## src/rtl/four_bit_signed_multiplier.sv

```systemverilog
// 4x4 two's-complement multiplier with a registered 8-bit product.
// A Baugh-Wooley partial-product array feeds a combinational adder; one cycle of latency.
module four_bit_signed_multiplier (
  input  logic       clk,
  input  logic       rst_n,
  input  logic       in_valid,
  input  logic [3:0] A,
  input  logic [3:0] B,
  output logic [7:0] product,
  output logic       out_valid
);

  // The inverted sign-row terms need ones added at weights 2^4 and 2^7.
  localparam logic [7:0] bw_correction = 8'h90;

  logic [3:0][7:0] rows;
  logic [7:0]      product_next;

  // Row i holds a[j]&b[i] at weight i+j; terms pairing exactly one sign bit are complemented.
  always_comb begin
    rows = '0;
    for (int i = 0; i < 4; i++) begin
      for (int j = 0; j < 4; j++) begin
        rows[i][i+j] = (A[j] & B[i]) ^ ((i == 3) != (j == 3));
      end
    end
    product_next = rows[0] + rows[1] + rows[2] + rows[3] + bw_correction;
  end

  always_ff @(posedge clk) begin
    if (!rst_n) begin
      product   <= 8'h00;
      out_valid <= 1'b0;
    end else begin
      out_valid <= in_valid;
      if (in_valid) begin
        product <= product_next;
      end
    end
  end

endmodule

```

## config.mk

```make
export PLATFORM = sky130hd
export DESIGN_NAME = four_bit_signed_multiplier
export DESIGN_NICKNAME = d
export VERILOG_FILES = /design/src/rtl/four_bit_signed_multiplier.sv
export SDC_FILE = /design/constraint.sdc
export NUM_CORES = 1
export LEC_CHECK = 0
export ABC_AREA = 1
export ABC_CLOCK_PERIOD_IN_PS = 3540
export BUFFER_PORTS_ARGS = -buffer_cell sky130_fd_sc_hd__clkbuf_2
export CAP_MARGIN = 30
export CORE_MARGIN = 10
export CORE_UTILIZATION = 40
export DETAILED_ROUTE_END_ITERATION = 8
export SYNTH_ARGS = -nofsm -noshare
export SYNTH_HDL_FRONTEND = slang
export SYNTH_SLANG_ARGS = --single-unit
```

## constraint.sdc

```tcl
create_clock -name clk -period 3.54 [get_ports clk]
set_clock_uncertainty 0.2 [all_clocks]
set_input_delay 0.354 -clock clk [delete_from_list [all_inputs] [get_ports clk]]
set_output_delay 0.354 -clock clk [all_outputs]
set_load 0.02 [all_outputs]
```

==> summary.md <==
| Metric | Value |
|---|---|
| Vias in the first global route | 658 |
| Commonest cells after routing, fill and taps aside | 25 x nand2_1, 21 x inv_1, 19 x clkbuf_2 |
| Ys Warns | 0 |
| Post-synthesis average cell area | 7.43 um^2 |
| Slew @ Worst Pin | 0.184 ns |
| CTS tree | done |
| Max cap viols | 0 |
| # hold bufs at CTS | 0 |
| Total chip power | 0.361 mW |
| Max H-tree Level | 1 |
| Status | completed |
| Initial Util | 43.4% |
| RSZ-0062 raised after global routing | no |
| Worst EP required | 3.49 ns |
| Critical path class | in2reg |
| Fmax | 317 MHz |
| Clock Tree Root | clkbuf_4 |
| Peak supply drop | 266 uV |
| Quantity of I/O buffers inserted on ports | 19 |
| Die Ht | 63.8 um |
| Register-to-register setup slack | 2.67 ns |
| Share of cells above drive strength 1 | 20.0% |
| P_leak | 0.554 nW |
| CP max FO | 4 |
| Top-Level Pins | 20 |
| Diodes inserted | 0 |
| Clock buffer depth | 2 |
| Area growth, synth to finish | 19.0% |
| FF+latch count, synth | 9 |
| Nets | 154 |
| Vias per std cell | 4.55 |
| Initial drt markers | 17 |
| Via count | 683 |
| Most common cell after layout, fill and taps aside | nand2_1 |
| Max transition margin | 87.7% |
| DIE AREA | 4060 um^2 |
| First-pass GRT wire length | 2610 um |
| Gr ovfl total | 0 |
| Final WL | 1520 um |
| Slew Viols, Final | 0 |
| Hold path startpoint | B[0] |
| Final Setup Violations | 0 |
| Hold endpoint | product[0] |
| CP arrival | 3.10 ns |
| Clock transition at the registers of the reported paths | 0.06 ns |
| Clk sinks | 9 |
| Antenna violations before repair | 0 |
| Synthesized Nets | 131 |
| Crit. End Element | register |
| Synthesized instance count | 103 |
| Gr usage total | 7.74% |
| Setup Fix Bufs, Post-CTS | 0 |
| Hold Path Depth | 3 |
| Critical R2R Launch | product[6] |
| DP HPWL | 1350 um |
| Largest net degree at the start of global routing | 11 |
| Width of the die | 63.8 um |
| CP Launch Type | primary input |
| Sequential share of the synthesized area | 23.5% |
| Worst r2r dst | product[6] |
| WL/cell | 10.2 um |
| Final hold violations | 0 |
| Power Dens Cells | 397 nW/um^2 |
| Fin crit period | 3.15 ns |
| Worst skew pair latency | 0.25 ns |
| Cts bufs inserted | 3 |
| Core ar. | 1760 um^2 |
| CTS resizes | 0 |
| Post-route ant nets | 0 |
| GPL Wtd Cong | 0.758 |
| Worst hold margin | 0.182 ns |
| Setup_tns | 0 ns |
| Worst min-delay path category | in2reg |
| Netlist cell types | 15 |
| Rows | 15 |
| DRT Pass-1 Iters | 4 |
| Crit share post-route | 89.0% |
| Worst R2R Path Depth | 3 |
| Mapped Area | 766 um^2 |
| Drt drc | 0 |
==> worst max path at each step <==
stage,slack (ns),start,end
finish,0.39,B[0],product[6]
global route,0.22,B[0],product[6]
CTS,0.36,B[0],product[6]
detailed placement,0.1,B[0],product[6]
global placement,0.12,B[0],product[6]
floorplan,0.38,B[0],product[6]
==> layout make-up <==
type	count	area, um^2
fillers	190	853
multi-input cells	71	495
flip-flops and latches	9	180
repair buffers	19	95.1
inverters	22	82.6
well taps	25	31.3
clock buffers	4	26.3
==> logic make-up after synthesis <==
family / count (synthesis) / share of synthesized area [%]
AO/OA/AOI/OAI: 12 / 8.17
adder cells (fa/ha/maj): 17 / 31.7
XOR/XNOR: 3 / 3.43
AND/OR/NAND/NOR: 39 / 21.4
buffers and inverters: 23 / 11.8
flip-flops: 9 / 23.5
==> Yosys cell counts <==
cell type	count	share of area [%]
nand2_1	25	12
ha_1	13	21
inv_2	1	0.49
dfxtp_1	9	24
buf_4	1	0.98
nor2_1	8	3.9
o21ai_1	2	1.3
xnor2_1	3	3.4
o21bai_1	1	0.98
inv_1	21	10
nand3_1	4	2.6
fa_1	4	10
o21ai_0	5	3.3
nand3_2	2	2.6
a21oi_1	4	2.6
==> layer usage <==
metal	vias to the layer above	track usage [%]	routed length (um)
met5	-	0	0
li1	364	-	-
met3	2	3.14	136
met2	19	12.3	679
met4	0	4.92	12
met1	298	8.38	694
==> worst max-delay path, cell delays in order <==
cell      delay [ns]
clkbuf_2        0.11
nand2_1         0.07
inv_1           0.05
fa_1            0.48
ha_1            0.24
fa_1            0.41
xnor2_1         0.15
ha_1            0.28
inv_1           0.05
ha_1            0.18
inv_1           0.06
fa_1            0.37
xnor2_1         0.13
o21bai_1        0.12
inv_1           0.05
==> state kept, by name (all words and copies together), names as in the netlist <==
name,cells
product,8
out_valid,1
==> where the power goes <==
part	switching [mW]	internal, mW
logic	0.0945	0.0703
clock network	0.0335	0.0433
registers	0.00569	0.114
total	0.134	0.228
==> per-stage QoR <==
step,instances,instance area (um^2),worst slack (ns),util [%]
floorplan,103,766,0.377,-
CTS,150,911,0.364,51.6
global placement,146,885,0.117,50.1
detailed placement,146,885,0.0958,50.1
finish,150,911,0.389,51.6
global route,150,911,0.218,51.6
No activity file was read; power rests on OpenSTA's default activity.
